### config.mk
export PLATFORM = sky130hd
export DESIGN_NAME = uart_tx_frame_serializer
export DESIGN_NICKNAME = d
export VERILOG_FILES = /design/src/rtl/uart_tx_frame_serializer.sv
export SDC_FILE = /design/constraint.sdc
export NUM_CORES = 1
export LEC_CHECK = 0
export BUFFER_PORTS_ARGS = -buffer_cell sky130_fd_sc_hd__buf_4
export CAP_MARGIN = 20
export CORE_UTILIZATION = 38
export DETAILED_ROUTE_END_ITERATION = 8
export PLACE_DENSITY_LB_ADDON = 0.2
export REMOVE_ABC_BUFFERS = 1
export SLEW_MARGIN = 20
export SYNTH_ARGS = -nofsm -noshare
export SYNTH_HDL_FRONTEND = slang
export SYNTH_SLANG_ARGS = --single-unit
### constraint.sdc
create_clock -name clk -period 2.4 [get_ports clk]
set_input_delay 0.36 -clock clk [delete_from_list [all_inputs] [get_ports clk]]
set_output_delay 0.36 -clock clk [all_outputs]
set_load 0.1 [all_outputs]
### src/rtl/uart_tx_frame_serializer.sv
// uart_tx_frame_serializer
// UART transmit engine. It accepts a parallel word with a one-cycle valid strobe.
// It frames the word as:
//   start bit (0), DATA_WIDTH data bits LSB-first, optional parity bit, stop bit (1).
// Each bit is held for a programmable number of clock cycles.
// The configuration (parity enable/type, prescale) is captured together with the data.
// Changes on the config inputs during a frame therefore never disturb the frame.
// TX_OUT and Busy come straight from flops, so there is no combinational path
// from any input to an output.

module uart_tx_frame_serializer #(
    parameter int DATA_WIDTH = 8
) (
    input  logic                  clk,
    input  logic                  rst,
    input  logic [DATA_WIDTH-1:0] P_DATA,
    input  logic                  Data_Valid,
    input  logic                  PAR_EN,
    input  logic                  PAR_TYP,
    input  logic [5:0]            Prescale,
    output logic                  TX_OUT,
    output logic                  Busy
);

    // Width of the data bit selector; at least one bit even for degenerate widths.
    localparam int IDX_W = (DATA_WIDTH > 1) ? $clog2(DATA_WIDTH) : 1;
    localparam logic [IDX_W-1:0] LAST_IDX = IDX_W'(DATA_WIDTH - 1);

    typedef enum logic [2:0] {
        IDLE   = 3'd0,
        START  = 3'd1,
        DATA   = 3'd2,
        PARITY = 3'd3,
        STOP   = 3'd4
    } state_t;

    state_t                  state_reg;
    logic [DATA_WIDTH-1:0]   data_reg;
    logic                    par_en_reg;
    logic                    par_typ_reg;
    // Prescale is stored as (cycles per bit - 1).
    // The 1..32 range then fits the 5-bit edge counter exactly.
    logic [4:0]              prescale_m1_reg;
    logic [4:0]              edge_cnt_reg;
    logic [IDX_W-1:0]        bit_idx_reg;
    logic                    tx_out_reg;
    logic                    busy_reg;

    logic [4:0]              prescale_m1_next;
    logic [IDX_W-1:0]        bit_idx_next;
    logic                    bit_end;
    logic                    last_bit;
    logic                    parity_bit;

    // Convert the raw Prescale input into a terminal count for edge_cnt.
    // A value of 0 behaves as 1.
    // Out-of-range values above 32 saturate at 32 cycles per bit.
    // For 32, the low five bits are 0, and 0 - 1 wraps to 31 as intended.
    always_comb begin
        prescale_m1_next = 5'd0;
        if (Prescale == 6'd0) begin
            prescale_m1_next = 5'd0;
        end else if (Prescale > 6'd32) begin
            prescale_m1_next = 5'd31;
        end else begin
            prescale_m1_next = Prescale[4:0] - 5'd1;
        end
    end

    // Per-cycle decode of the bit timer, the data bit index and the parity bit.
    always_comb begin
        bit_end      = (edge_cnt_reg == prescale_m1_reg);
        last_bit     = (bit_idx_reg == LAST_IDX);
        bit_idx_next = bit_idx_reg + 1'b1;
        // Even parity makes the total number of ones even; odd parity inverts that bit.
        parity_bit   = (^data_reg) ^ par_typ_reg;
    end

    // Frame sequencer.
    // Outputs are computed one edge ahead, so each level appears exactly when
    // its state starts.
    always_ff @(posedge clk) begin
        if (rst) begin
            state_reg       <= IDLE;
            data_reg        <= '0;
            par_en_reg      <= 1'b0;
            par_typ_reg     <= 1'b0;
            prescale_m1_reg <= 5'd0;
            edge_cnt_reg    <= 5'd0;
            bit_idx_reg     <= '0;
            tx_out_reg      <= 1'b1;
            busy_reg        <= 1'b0;
        end else begin
            case (state_reg)
                IDLE: begin
                    tx_out_reg   <= 1'b1;
                    busy_reg     <= 1'b0;
                    edge_cnt_reg <= 5'd0;
                    bit_idx_reg  <= '0;
                    if (Data_Valid) begin
                        // Capture everything the frame needs.
                        // The inputs are free to change from here on.
                        data_reg        <= P_DATA;
                        par_en_reg      <= PAR_EN;
                        par_typ_reg     <= PAR_TYP;
                        prescale_m1_reg <= prescale_m1_next;
                        state_reg       <= START;
                        tx_out_reg      <= 1'b0;
                        busy_reg        <= 1'b1;
                    end
                end

                START: begin
                    if (bit_end) begin
                        edge_cnt_reg <= 5'd0;
                        bit_idx_reg  <= '0;
                        state_reg    <= DATA;
                        tx_out_reg   <= data_reg[0];
                    end else begin
                        edge_cnt_reg <= edge_cnt_reg + 5'd1;
                    end
                end

                DATA: begin
                    if (bit_end) begin
                        edge_cnt_reg <= 5'd0;
                        if (last_bit) begin
                            bit_idx_reg <= '0;
                            if (par_en_reg) begin
                                state_reg  <= PARITY;
                                tx_out_reg <= parity_bit;
                            end else begin
                                state_reg  <= STOP;
                                tx_out_reg <= 1'b1;
                            end
                        end else begin
                            bit_idx_reg <= bit_idx_next;
                            tx_out_reg  <= data_reg[bit_idx_next];
                        end
                    end else begin
                        edge_cnt_reg <= edge_cnt_reg + 5'd1;
                    end
                end

                PARITY: begin
                    if (bit_end) begin
                        edge_cnt_reg <= 5'd0;
                        state_reg    <= STOP;
                        tx_out_reg   <= 1'b1;
                    end else begin
                        edge_cnt_reg <= edge_cnt_reg + 5'd1;
                    end
                end

                STOP: begin
                    if (bit_end) begin
                        // Busy falls together with the end of the stop bit.
                        // The next accept can happen one cycle later, from IDLE.
                        edge_cnt_reg <= 5'd0;
                        state_reg    <= IDLE;
                        tx_out_reg   <= 1'b1;
                        busy_reg     <= 1'b0;
                    end else begin
                        edge_cnt_reg <= edge_cnt_reg + 5'd1;
                    end
                end

                default: begin
                    state_reg    <= IDLE;
                    edge_cnt_reg <= 5'd0;
                    bit_idx_reg  <= '0;
                    tx_out_reg   <= 1'b1;
                    busy_reg     <= 1'b0;
                end
            endcase
        end
    end

    assign TX_OUT = tx_out_reg;
    assign Busy   = busy_reg;

endmodule

==> flow_summary.yaml, run 1 <==
routing:
  drtPass1Iterations: 4
  detail_route.vias_per_cell: 5.25
  avgRoutedWirePerCell_um: 12.8
  via_count: 1297
  count_of_unresolved_drc_violations_after_routing: 0
  route.final.wire_length_mm: 3.17
  first_iter_violations: 63
  postRouteAntennaNets: 0
worst_hold_path:
  hold_path_class: "in -> reg"
sta:
  worst_pin_slew_ns: 0.450
  min_period_ns: 2.24
  max_clock_freq_ghz: 0.446
  report.final.hold_viol_count: 0
  grt_setup_unrepaired: "false"
  fin_crit_sh_pct: 93.5
  final_worst_clock_skew_ns: 0.00666
  worst_hold_slack_ns: 0.316
  relative_slew_slack_pct: 69.9
  setup_violations: 0
  report.final.slew_viol_count: 0
  totalNegativeSetupSlack_ns: 0
critical_path:
  worstPathCellList: "ha_1, ha_1, mux4_2, nor2b_1, a211oi_2, a311oi_1, o32a_1"
  worst_ep_arrival_time_ns: 2.42
  crit_required_ns: 2.58
  critical_path.most_common_cell: "ha_1"
  timing.critical_path.max_delay_family: "adder cells"
  endpoint_kind: "flip-flop"
  setup.worst_path.class: "reg -> reg"
  cpPeakStageDelay_ns: 0.50
  cp_max_fanout: 5
  worst_path_max_delay_cell: "mux4_2"
  critical_path.startpoint_type: "flip-flop"
  critical_path.n_buffers_inverters: 0
final_layout:
  layout.cells.non_filler: 247
  num-nets-final: 224
  fillerInstances: 407
  area_taken_by_multi_input_logic_gates_um2: 908
  largest_register_ffs: 8
  num_antenna_cells: 0
  flow.area_growth_from_synthesis_pct: 17.0
  fraction_of_layout_cells_with_a_size_suffix_above_1_pct: 15.6
  ff_latch_area_um2: 561
global_route:
  via_count_of_the_first_global_routing_pass: 1234
  grt_max_degree: 23
  globalRouteTotalUtil_pct: 17.0
  grt_pass1_wl_mm: 5.58
  gr-total-overflow: 0
  initial_antenna_violation_count: 0
cts:
  clk_path_buf_depth: 2
  cts_setup_buffers: 0
  clock_sinks: 28
  post_cts_clock_slew_at_the_launch_and_capture_registers_of_the_worst_setup_and_hold_paths_ns: 0.10
  ctsRootBufferMaster: "clkbuf_8"
  h_tree_depth: 1
  tritoncts.num_buffers: 3
  clkLatencyLatePin_ns: 0.28
  tritoncts: "yes"
  cts_hold_buffers: 0
  quantity_of_gates_resized_following_cts: 0
power_and_ir_drop:
  power.sequential.fraction_pct: 42.3
  p_sw_mw: 0.427
  internal_power_mw: 0.895
  swShare_pct: 32.3
  power_mw: 1.32
  vdd_drop_max_mv: 0.243
  power.static_leakage_nw: 0.719
  power_density_nw_per_um2: 741
  power.share.clock_pct: 28.2
  logic_pwr_share_pct: 29.5
synth:
  async_flop_share_pct: 0
  synth_edf_count: 0
  ys.flop_type: "dfxtp_1"
  ys_seq_elements: 28
  seq_area_frac_synth_pct: 36.8
  syn_area_per_cell_um2: 8.38
  netlist_area_um2: 1530
  synth_cell_types: 36
  syn_inst_count: 182
  yosys_warnings: 0
die:
  fp-row-count: 22
  start_util_pct: 40.7
  dieWidth_um: 65.4
  die-height_um: 65.4
  boundaryPins: 21
  die_area_um2: 4270
  core_area_um2: 3740
placement:
  final_replace_weighted_congestion: 0.822
  placed_cells_incl_taps: 243
  detailedPlacementHpwl_mm: 2.37
  numPortBuffers: 20
job:
  maxCapViolations: 0
status:
  outcome: "complete, no violations"
==> path summary, 6_finish.rpt <==
check,startpoint,endpoint,slack [ns],cells past startpoint
max,bit_idx_reg[0]$_SDFFE_PP0P_,TX_OUT$_SDFFE_PP1P_,0.16,7
min,P_DATA[0],data_reg[0]$_SDFFE_PP0P_,0.32,3
max reg2reg,bit_idx_reg[0]$_SDFFE_PP0P_,TX_OUT$_SDFFE_PP1P_,0.16,7
min reg2reg,prescale_m1_reg[4]$_SDFFE_PP0P_,prescale_m1_reg[4]$_SDFFE_PP0P_,0.48,2
==> power groups by stage <==
stage,Sequential (mW),Combinational [mW],Clock [mW]
2_1_floorplan,0.599,0.244,0
3_3_place_gp,0.569,0.382,0
3_5_place_dp,0.570,0.389,0
4_1_cts,0.559,0.391,0.381
5_1_grt,0.567,0.433,0.405
6_report,0.559,0.390,0.373
==> worst register-to-register path, delay by kind of cell (launching register included) <==
family	cells	cell delay, ns
fa+ha+maj	2	0.56
simple gates	1	0.15
mux	1	0.50
flops	1	0.37
compound gates	3	0.55
==> metal layers <==
layer	up-vias	routed length (um)	global-route usage, %
met2	25	1460	28.5
met4	0	63	8.70
met3	5	88	2.08
met5	-	0	0
met1	592	1560	21.2
li1	675	-	-
==> layout by cell type (no fill, tap or decap), drive strengths merged <==
cell and instances:
o2111ai 3, ha 5, a211oi 5, a21oi 20, or3 1, o21a 1
a211o 2, nand3 8, dfxtp 28, mux4 2, o211ai 3, nand2 27
xnor3 1, nand3b 1, a21boi 2, nor2 20, or4b 1, buf 22
bufinv 1, and2 1, xor2 9, a221oi 1, o32a 1, xnor2 9
mux2i 2, clkbuf 3, o21ai 7, nor3 5, inv 5, o211a 1
a311oi 1, nor2b 1
==> cells in the mapped netlist, drive strengths merged (2+ instances only) <==
master   instances  area share, %
a21oi           20            6.6
a211o            2            1.1
o21ai            7            2.3
mux4             2            3.2
mux2i            2            1.3
a21boi           2           0.98
dfxtp           28             37
nor2            20            5.4
xor2             9            5.2
buf              4            1.2
a211oi           5            2.8
o211ai           3            1.5
xnor2            9            5.2
ha               5            4.1
o2111ai          3            1.7
nand2           27            6.6
clkbuf           5            1.2
nand3            8            2.6
nor3             5            2.0
inv              5            1.2
==> cell type report <==
type                    count  area share (%)
clock buffers               3            2.31
clock inverters             1            1.68
inverters                   5            1.05
multi-input cells         140            50.9
flip-flops and latches     28            31.4
well taps                  48            3.37
repair buffers             22            9.26
==> cells by family (layout without fill, tap and decap cells) <==
kind of cell | Yosys count | after routing | share of synthesized area [%]
XOR/XNOR | 19 | 19 | 11.8
buffers and inverters | 14 | 31 | 3.69
AND/OR/NAND/NOR | 65 | 65 | 19.2
flip-flops | 28 | 28 | 36.8
AO/OA/AOI/OAI | 47 | 47 | 19.9
multiplexers | 4 | 4 | 4.51
adder cells (fa/ha/maj) | 5 | 5 | 4.10
==> through the flow <==
stage	instance area, um^2	setup slack (ns)	utilization, %
after global placement	1710	0.238	45.8
after CTS	1780	0.150	47.7
after floorplan	1490	0.287	-
after detailed placement	1710	0.159	45.8
after global routing	1780	0.0299	47.7
final	1780	0.157	47.7
(Power assumes the default switching activity.)
==> run 2, diff against run 1 <==
Settings changed: PLACE_DENSITY set to 0.61, PLACE_DENSITY_LB_ADDON 0.2 to unset.
Clock period 2.4 ns to 2 ns, I/O delays scaled along.
==> flow_summary.yaml, run 2 (synthesis gave the netlist of run 1 again) <==
placement:
  final_replace_weighted_congestion: 0.804
  numPortBuffers: 20
  placedInstanceArea_um2: 1730
  detailedPlacementHpwl_mm: 2.49
final_layout:
  num_antenna_cells: 0
  mostFrequentLayoutCell: "nand2_1"
  num-nets-final: 226
  stdcell_area_um2: 1830
  largest_register_ffs: 8
  fillerInstances: 385
  layout_common_cells: "27 x nand2_1, 26 x dfxtp_1, 24 x buf_4, 20 x a21oi_1, 19 x nor2_1"
  fraction_of_layout_cells_with_a_size_suffix_above_1_pct: 19.4
  flow.area_growth_from_synthesis_pct: 20.0
routing:
  drtPass1Iterations: 4
  route.final.wire_length_mm: 3.35
  postRouteAntennaNets: 0
  avgRoutedWirePerCell_um: 13.4
  first_iter_violations: 123
  via_count: 1355
  detail_route.vias_per_cell: 5.44
  count_of_unresolved_drc_violations_after_routing: 0
cts:
  tritoncts.num_buffers: 3
  cts_setup_buffers: 0
  tritoncts: "yes"
  post_cts_clock_slew_at_the_launch_and_capture_registers_of_the_worst_setup_and_hold_paths_ns: 0.10
  clk_path_buf_depth: 2
  clock_sinks: 28
  cts_hold_buffers: 0
  clkLatencyLatePin_ns: 0.28
  h_tree_depth: 1
  ctsRootBufferMaster: "clkbuf_8"
sta:
  setup_violations: 1
  grt_setup_unrepaired: "true"
  worst_pin_slew_ns: 0.451
  postLayoutSetupSlackWorst_ns: -0.00849
  fin_crit_sh_pct: 100
  final_worst_clock_skew_ns: 0.0101
  relative_slew_slack_pct: 69.9
  report.final.slew_viol_count: 0
  max_clock_freq_ghz: 0.498
  totalNegativeSetupSlack_ns: -0.00849
  report.final.hold_viol_count: 0
  min_period_ns: 2.01
power_and_ir_drop:
  power.static_leakage_nw: 0.720
  power_density_nw_per_um2: 870
  power_mw: 1.59
  vdd_drop_max_mv: 0.384
global_route:
  initial_antenna_violation_count: 0
  grt_pass1_wl_mm: 5.93
  globalRouteTotalUtil_pct: 17.7
  grt_max_degree: 23
  via_count_of_the_first_global_routing_pass: 1343
  gr-total-overflow: 0
critical_path:
  regToRegEndpoint: "TX_OUT$_SDFFE_PP1P_"
  setup.worst_path.class: "reg -> reg"
  timing.critical_path.max_delay_family: "multiplexers"
  worst_ep_arrival_time_ns: 2.19
  end_of_the_critical_path: "TX_OUT$_SDFFE_PP1P_"
  critical_path.n_buffers_inverters: 0
  critical_path.startpoint_type: "flip-flop"
  cp_max_fanout: 3
  worstPathCellList: "ha_4, ha_4, mux4_2, nor2b_4, a211oi_2, a311oi_1, o32a_1"
  cpPeakStageDelay_ns: 0.49
  crit_required_ns: 2.18
  worstRegToRegCells: 7
  critical_path.most_common_cell: "ha_4"
  setup.worst_path.start: "bit_idx_reg[0]$_SDFFE_PP0P_"
  worst_path_max_delay_cell: "mux4_2"
  r2r_slack_ns: -0.008
  worstSetupPathDepth: 7
  reg2reg_from: "bit_idx_reg[0]$_SDFFE_PP0P_"
  endpoint_kind: "flip-flop"
die:
  fp-row-count: 22
  boundaryPins: 21
  start_util_pct: 40.7
  dieWidth_um: 65.4
  core_area_um2: 3740
  die_area_um2: 4270
  die-height_um: 65.4
status:
  violated_checks: "negative setup slack"
  outcome: "finished with violations"
worst_hold_path:
  hold_path_class: "in -> reg"
  start_point_of_the_worst_min_delay_path: "P_DATA[5]"
job:
  maxCapViolations: 0
==> run 2: cell types whose count changed in the layout (fill, tap and decap cells not counted) <==
cell     delta
nor2b_4     +1
dfxtp_2     +2
ha_4        +2
buf_4       +2
dfxtp_1     -2
mux4_2      +1
mux4_1      -1
nor2b_1     -1
ha_1        -2
==> run 2: worst min-delay path by stage <==
stage / depth (start not counted) / slack, ns / to
after detailed placement: 2 / 0.46 / prescale_m1_reg[4]$_SDFFE_PP0P_
after global placement: 2 / 0.46 / bit_idx_reg[1]$_SDFFE_PP0P_
after CTS: 3 / 0.25 / par_en_reg$_SDFFE_PP0P_
after floorplan: 1 / 0.37 / Busy$_SDFFE_PP0P_
after global routing: 3 / 0.25 / par_en_reg$_SDFFE_PP0P_
final: 3 / 0.26 / data_reg[5]$_SDFFE_PP0P_
==> run 2: metrics by stage <==
step	utilization, %	hold slack, ns	std cells	worst slack (ns)
after detailed placement	46.2	0.458	245	-0.180
final	48.9	0.258	249	-0.00849
after CTS	48.9	0.252	249	-0.0681
after global routing	48.9	0.246	249	-0.0816
after global placement	46.2	0.458	245	-0.134
after floorplan	-	0.369	173	-0.113
==> run 2: layout make-up <==
cell class | count | area (um^2) | area share [%]
clock buffers | 3 | 41.3 | 2.26
repair buffers | 24 | 180 | 9.84
inverters | 5 | 18.8 | 1.03
flip-flops and latches | 28 | 563 | 30.8
well taps | 48 | 60.1 | 3.28
clock inverters | 1 | 30.0 | 1.64
multi-input cells | 140 | 937 | 51.2
==> run 2: power by group <==
part / total, mW / internal (mW) / switching (mW)
Sequential: 0.671 / 0.612 / 0.0595
Clock: 0.443 / 0.268 / 0.175
Combinational: 0.479 / 0.199 / 0.279
==> run 2: layer usage <==
layer	up-vias	GRT usage [%]	routed length (um)
li1	676	-	-
met1	646	21.0	1500
met2	26	31.3	1680
met3	7	1.91	91
met4	0	8.97	67
met5	-	0	0
==> run 2: worst min-delay path: stages <==
cell and delay, ns:
buf_4 0.11, nand2_1 0.04, a21oi_1 0.05
==> run 2: what timing repair did <==
item	in CTS	in global routing
gates resized for setup	8	0
endpoints found under the setup margin	1	1
pin swaps	4	2
